File: config.mk
export PLATFORM = sky130hd
export DESIGN_NAME = serial_stim_gen
export DESIGN_NICKNAME = d
export VERILOG_FILES = /design/src/rtl/serial_stim_gen.sv
export SDC_FILE = /design/constraint.sdc
export NUM_CORES = 1
export LEC_CHECK = 0
export CORE_ASPECT_RATIO = 2
export CORE_MARGIN = 2
export CORE_UTILIZATION = 50
export DETAILED_ROUTE_END_ITERATION = 7
export PLACE_DENSITY = 0.77
export SLEW_MARGIN = 40
export SYNTH_ARGS = -nofsm -noshare
export SYNTH_HDL_FRONTEND = slang
export SYNTH_SLANG_ARGS = --single-unit
export TNS_END_PERCENT = 5
File: constraint.sdc
create_clock -name cp -period 2.5 [get_ports cp]
set_input_delay 0.375 -clock cp [delete_from_list [all_inputs] [get_ports cp]]
set_output_delay 0.375 -clock cp [all_outputs]
set_load 0.02 [all_outputs]
File: src/rtl/serial_stim_gen.sv
// serial_stim_gen: loads a parallel word and shifts its low L bits out MSB
// first on x, optionally replaying the frame back-to-back, and counts
// completed frames. All outputs come straight from registers.
module serial_stim_gen (
    input  logic       cp,
    input  logic       rd,
    input  logic       load,
    input  logic [7:0] din,
    input  logic [3:0] len,
    input  logic       rep,
    output logic       x,
    output logic       x_valid,
    output logic       busy,
    output logic       done,
    output logic [7:0] frame_cnt
);

    typedef enum logic [1:0] {
        S_IDLE  = 2'd0,
        S_SHIFT = 2'd1,
        S_DONE  = 2'd2
    } state_t;

    state_t     r_state;
    logic [7:0] r_word;
    logic [3:0] r_len;
    logic [2:0] r_idx;
    logic       r_x;
    logic       r_xValid;
    logic       r_busy;
    logic       r_done;
    logic [7:0] r_frameCnt;

    logic [3:0] w_effLen;
    logic [2:0] w_lastIdx;
    logic [2:0] w_replayIdx;
    logic [2:0] w_nextIdx;

    // Lengths of 0 or above 8 mean a full byte; indices are length minus one.
    always_comb begin
        w_effLen    = ((len == 4'd0) || (len > 4'd8)) ? 4'd8 : len;
        w_lastIdx   = 3'(w_effLen - 4'd1);
        w_replayIdx = 3'(r_len - 4'd1);
        w_nextIdx   = 3'(r_idx - 3'd1);
    end

    // Frame FSM: capture in IDLE, shift one bit per cycle, replay or finish.
    always_ff @(posedge cp) begin
        if (rd) begin
            r_state    <= S_IDLE;
            r_word     <= 8'd0;
            r_len      <= 4'd0;
            r_idx      <= 3'd0;
            r_x        <= 1'b0;
            r_xValid   <= 1'b0;
            r_busy     <= 1'b0;
            r_done     <= 1'b0;
            r_frameCnt <= 8'd0;
        end else begin
            if (r_done) begin
                r_frameCnt <= r_frameCnt + 8'd1;
            end
            case (r_state)
                S_IDLE: begin
                    r_x      <= 1'b0;
                    r_xValid <= 1'b0;
                    r_busy   <= 1'b0;
                    r_done   <= 1'b0;
                    if (load) begin
                        r_word   <= din;
                        r_len    <= w_effLen;
                        r_idx    <= w_lastIdx;
                        r_x      <= din[w_lastIdx];
                        r_xValid <= 1'b1;
                        r_busy   <= 1'b1;
                        r_state  <= S_SHIFT;
                    end
                end
                S_SHIFT: begin
                    if (r_idx != 3'd0) begin
                        r_idx    <= w_nextIdx;
                        r_x      <= r_word[w_nextIdx];
                        r_xValid <= 1'b1;
                        r_busy   <= 1'b1;
                        r_done   <= 1'b0;
                    end else if (rep) begin
                        r_idx    <= w_replayIdx;
                        r_x      <= r_word[w_replayIdx];
                        r_xValid <= 1'b1;
                        r_busy   <= 1'b1;
                        r_done   <= 1'b1;
                    end else begin
                        r_x      <= 1'b0;
                        r_xValid <= 1'b0;
                        r_busy   <= 1'b1;
                        r_done   <= 1'b1;
                        r_state  <= S_DONE;
                    end
                end
                S_DONE: begin
                    r_x      <= 1'b0;
                    r_xValid <= 1'b0;
                    r_busy   <= 1'b0;
                    r_done   <= 1'b0;
                    r_state  <= S_IDLE;
                end
                default: begin
                    r_x      <= 1'b0;
                    r_xValid <= 1'b0;
                    r_busy   <= 1'b0;
                    r_done   <= 1'b0;
                    r_state  <= S_IDLE;
                end
            endcase
        end
    end

    assign x         = r_x;
    assign x_valid   = r_xValid;
    assign busy      = r_busy;
    assign done      = r_done;
    assign frame_cnt = r_frameCnt;

endmodule

==> flow_summary.toml, run 1 <==
[clock_tree]
post_cts_buffers = 0
clk_latency_ps = 270
cts_tree = "built"
clock_sinks = 28
cts_buffers = 3
cts-resized-gates = 0
cts_root_buffer = "clkbuf_8"
clockBufferDepth = 2
htree_levels = 1
path_clk_slew_ps = 90
cts-hold-fix-buffers = 0

[yosys]
postSynth.asyncResetShare_pct = 0
syn_area_per_cell_um2 = 8.65
synth_edf_count = 0
synth_area_leaders = "dfxtp_1, nand2_1, mux4_2"
ys_types = 39
syn-num-nets = 189
syn-cell-area_um2 = 1460
seq_area_frac_synth_pct = 38.4
ys_ff_latch = 28
synth_top_cell_by_area = "dfxtp_1"
yosysTopAreaCellShare_pct = 38.4
synthCells = 169
synth_ff_type = "dfxtp_1"
synth_warnings = 0

[cells_and_area]
multi_input_area_um2 = 837
area_growth_pct = 23.5
seq_area_um2 = 561
n_antenna_cell = 0
layout_common_cells = "dfxtp_1, clkdlybuf4s50_1, nand2_1, a21oi_1, nor2_1"
drive_above_1_share_pct = 7.85
fin_nets = 212
layout_commonest_cell = "dfxtp_1"
fill_cells = 240

[drt]
highest_layer = "met4"
via_per_inst = 6.01
met1_length_mm = 1.22
wl_per_cell_um = 15.6
via_count = 1322
dr.pass1.iters = 4
drtIter0Drc = 35
route.met3.wl_um = 96
antenna_left = 0
wl_met2_mm = 1.91
wl_mm = 3.44
remaining_drc_errors = 0

[placed_design]
gp_congestion = 0.843
dpl.hpwl_mm = 2.72
port_buffers = 27

[run_status]
outcome = "complete, no violations"

[sta]
fin_hold_ws_ps = 457
hold_viol = 0
finClkSkew_ps = 5.54
post-route-period-util_pct = 77.3
relSlewSlack_pct = 70.1
rsz0062_at_grt = "no"
fmax_ghz = 0.517
setup_violations = 0
slew_viol_final = 0
fin_setup_tns_ps = 0
tightest_slew_ps = 443
fin_crit_ps = 1930

[floorplanning]
dieArea_um2 = 3400
ios = 28
die_height_um = 80.5
die_x_um = 42.2
start_util_pct = 52.8
coreArea_um2 = 2770
rows = 27

[global_route]
grt.overflow.total = 0
antenna_found_initial = 0
grt_pass1_wl_mm = 6.03
grt_pass1_vias = 1392
grt.total_usage_pct = 23.1
grt_max_degree = 29

[power_and_ir_drop]
p_per_area_nw_per_um2 = 595
power_leakage_uw = 0.000644
vdd.ir_drop.worst_mv = 0.420

[flow_run]
cap_violations = 0

[worst_setup_path]
crit_arrival_ps = 2080
path_max_fanout = 5
crit_path_end_kind = "register"
required_ps = 2650
path_class = "register to register"
r2r_cells = 6
startpoint_type = "register"

[min_path]
worst_hold_path_type = "register to register"
worstHoldPathCells = 2
layout make-up:
type / count / area share (%)
Clock buffer: 3 / 2.29
Tap cell: 29 / 2.01
Sequential cell: 28 / 31.0
Timing Repair Buffer: 29 / 15.8
Multi-Input combinational cell: 126 / 46.4
Inverter: 4 / 0.832
Clock inverter: 1 / 1.66
registers in the layout, indices dropped and copies added (netlist names):
signal     flops
busy           1
r_state        2
r_word         8
x_valid        1
done           1
x              1
r_len          3
r_idx          3
frame_cnt      8
synthesized netlist by cell type (all sizes together) (2+ instances only):
master / instances
dfxtp: 28
nor2b: 5
nor3b: 3
mux2i: 3
nand4b: 2
nand3: 2
nand3b: 4
nand4: 4
clkbuf: 9
o211ai: 2
a211oi: 3
nor2: 13
nand2: 25
ha: 4
nor3: 2
nor4b: 2
inv: 4
or3b: 2
and3: 2
a21oi: 16
xnor2: 2
xor2: 5
mux4: 4
o21ai: 7
buf: 2
or3: 3
routing by layer:
metal,vias to the layer above,global-route usage (%)
li1,642,-
met1,627,22.3
met2,36,43.1
met3,17,3.15
met4,0,15.9
met5,-,0
stage by stage:
| step | worst slack [ps] | util, % | power, µW | cells | cell area, µm² |
|---|---|---|---|---|---|
| global placement | 520 | 62.6 | 730 | 216 | 1730 |
| detailed placement | 433 | 62.6 | 738 | 216 | 1730 |
| CTS | 561 | 65.2 | 1090 | 220 | 1810 |
| global route | 492 | 65.2 | 1130 | 220 | 1810 |
| finish | 567 | 65.2 | 1070 | 220 | 1810 |
| floorplan | 739 | - | 664 | 169 | 1460 |
power by group:
part | total, µW | internal (µW) | switching, µW
registers | 500 | 473 | 27.0
clock network | 347 | 214 | 132
logic | 227 | 114 | 113
final timing paths:
path	end	from	slack (ps)
min	r_len[1]$_SDFFE_PP0P_	r_len[1]$_SDFFE_PP0P_	460
min reg2reg	r_len[1]$_SDFFE_PP0P_	r_len[1]$_SDFFE_PP0P_	460
max reg2reg	x$_SDFF_PP0_	r_len[0]$_SDFFE_PP0P_	570
max	x$_SDFF_PP0_	r_len[0]$_SDFFE_PP0P_	570
critical path: stages (launching register included):
cell	delay (ps)
dfxtp_1	430
inv_1	70
ha_1	340
mux4_2	500
nor4b_1	150
a41oi_1	220
nand4_1	110
cells by family after synthesis:
| logic type | count (synthesis) | synth area share, % |
|---|---|---|
| compound gates | 35 | 14.9 |
| xor+xnor | 7 | 4.20 |
| fa+ha+maj | 4 | 3.42 |
| buf+inv | 15 | 4.37 |
| flops | 28 | 38.4 |
| mux | 7 | 8.22 |
| simple gates | 73 | 26.5 |
No activity file was read; power rests on OpenSTA's default activity.
==> run 2: changes to the inputs <==
- clock period: 2.5 -> 1.9 ns (I/O delays scaled with it)
==> run 2 against run 1 <==
Against the previous run: die area unchanged; cell count up 2.3%; largest cell class unchanged; register-to-register slack worse by 460 ps; critical path depth unchanged; wire length up 13%; first-iteration DRC count up 57%; sequential share of layout area down 0.84 points; critical endpoint unchanged; design area up 2.8%; utilization up 1.8 points.
==> flow_summary.toml, run 2 (synthesis gave the netlist of run 1 again) <==
[floorplanning]
ios = 28
die_height_um = 80.5
die_x_um = 42.2
start_util_pct = 52.8
rows = 27
dieArea_um2 = 3400
coreArea_um2 = 2770

[sta]
rsz0062_at_grt = "no"
fmax_ghz = 0.556
relSlewSlack_pct = 72.4
tightest_slew_ps = 408
fin_setup_tns_ps = 0
hold_viol = 0
fin_crit_ps = 1800
slew_viol_final = 0
setup_violations = 0
finClkSkew_ps = 1.69
post-route-period-util_pct = 94.6

[clock_tree]
cts_root_buffer = "clkbuf_8"
htree_levels = 1
clk_latency_ps = 280
cts-hold-fix-buffers = 0
post_cts_buffers = 0
clockBufferDepth = 2
clock_sinks = 28
cts_buffers = 3
path_clk_slew_ps = 100
cts-resized-gates = 0
cts_tree = "built"

[cells_and_area]
drive_above_1_share_pct = 10.2
area_growth_pct = 27.0
fill_cells = 229
layout_commonest_cell = "dfxtp_1"
fin_nets = 217
fin_util_pct = 67.0
layout_common_cells = "dfxtp_1, clkdlybuf4s50_1, nand2_1, a21oi_1, nor2_1"
n_antenna_cell = 0

[worst_setup_path]
crit_path_end_kind = "register"
r2r_cells = 6
path_class = "register to register"
crit_arrival_ps = 1960
cp-startpoint = "r_len[0]$_SDFFE_PP0P_"
endpoint = "x$_SDFF_PP0_"
startpoint_type = "register"
cp_slowest_stage_delay_ps = 510
r2r-end = "x$_SDFF_PP0_"
required_ps = 2060
path_max_fanout = 3
r2r_start = "r_len[0]$_SDFFE_PP0P_"
crit_slowest_cell = "mux4_2"
regToRegSetupSlack_ps = 100
path_cells = "inv_1, ha_1, mux4_2, nor4b_1, a41oi_1, nand4_1"

[power_and_ir_drop]
total_power_uw = 1460
p_sw_share_pct = 26.8
p_sw_uw = 391
seqPwrFrac_pct = 44.8
combPwrFrac_pct = 22.3
power_leakage_uw = 0.000673
vdd.ir_drop.worst_mv = 0.543
p_clk_share_pct = 32.9
p_per_area_nw_per_um2 = 786
p_int_uw = 1070

[run_status]
outcome = "complete, no violations"

[global_route]
grt.total_usage_pct = 24.8
grt_pass1_wl_mm = 6.29
grt_pass1_vias = 1379
antenna_found_initial = 0
grt.overflow.total = 0
grt_max_degree = 29

[drt]
wl_met2_mm = 2.14
highest_layer = "met4"
route.met3.wl_um = 139
remaining_drc_errors = 0
wl_mm = 3.89
dr.pass1.iters = 4
antenna_left = 0
via_count = 1379
met1_length_mm = 1.36
wl_per_cell_um = 17.3
via_per_inst = 6.13
drtIter0Drc = 55

[min_path]
worst_hold_path_type = "register to register"

[flow_run]
cap_violations = 0

[placed_design]
port_buffers = 27
dpl.hpwl_mm = 2.92
gp_congestion = 0.872
[run 2: cell count changes in the layout (fill, tap and decap cells not counted)]
cell,previous run,this run
buf_12,0,1
buf_4,2,6
[run 2: stage by stage]
| step | setup slack (ps) | area, µm² | hold slack (ps) | cells |
|---|---|---|---|---|
| 2_1_floorplan | 139 | 1460 | 357 | 169 |
| 5_1_grt | 20.1 | 1860 | 504 | 225 |
| 3_5_place_dp | 78.0 | 1780 | 473 | 221 |
| 4_1_cts | 73.4 | 1860 | 487 | 225 |
| 6_report | 102 | 1860 | 480 | 225 |
| 3_3_place_gp | 101 | 1780 | 445 | 221 |
[run 2: worst max-delay path, delay by kind of cell, from the launching register on]
family	cells	cell delay, ps
muxes	1	510
adders and majority gates	1	350
DFF	1	340
and+or+nand+nor	2	250
AOI/OAI and AO/OA	1	180
buffers and inverters	1	50
[run 2: worst min path at each step]
| stage | depth (start not counted) | startpoint | endpoint |
|---|---|---|---|
| floorplan | 1 | rep | r_state[1]$_SDFFE_PP0P_ |
| CTS | 2 | r_len[1]$_SDFFE_PP0P_ | r_len[1]$_SDFFE_PP0P_ |
| global route | 2 | r_word[5]$_SDFFE_PP0P_ | r_word[5]$_SDFFE_PP0P_ |
| global placement | 2 | r_len[1]$_SDFFE_PP0P_ | r_len[1]$_SDFFE_PP0P_ |
| detailed placement | 2 | r_len[1]$_SDFFE_PP0P_ | r_len[1]$_SDFFE_PP0P_ |
| finish | 2 | r_len[1]$_SDFFE_PP0P_ | r_len[1]$_SDFFE_PP0P_ |
[run 2: routing by layer]
layer,vias up,global-route usage [%]
met3,25,2.47
li1,652,-
met4,0,18.1
met5,-,0
met2,61,46.3
met1,641,23.9
[run 2: power by group through the flow]
stage	Combinational, µW	Sequential, µW	Clock [µW]
2_1_floorplan	208	666	0
3_3_place_gp	316	664	0
3_5_place_dp	323	667	0
4_1_cts	325	653	479
5_1_grt	352	660	500
6_report	326	653	479
[run 2: layout make-up]
| type | count | area, µm² | share of cell area [%] |
|---|---|---|---|
| repair buffers | 34 | 335 | 18.1 |
| inverters | 4 | 15.0 | 0.809 |
| multi-input cells | 126 | 837 | 45.1 |
| clock inverters | 1 | 30.0 | 1.62 |
| clock buffers | 3 | 41.3 | 2.23 |
| flip-flops and latches | 28 | 561 | 30.2 |
| well taps | 29 | 36.3 | 1.96 |
==> run 3: changes to the inputs <==
- CTS_BUF_LIST: default -> sky130_fd_sc_hd__clkbuf_8
==> results of run 3 <==
Same layout as run 2: the final DEF is identical, and so are final timing and power.
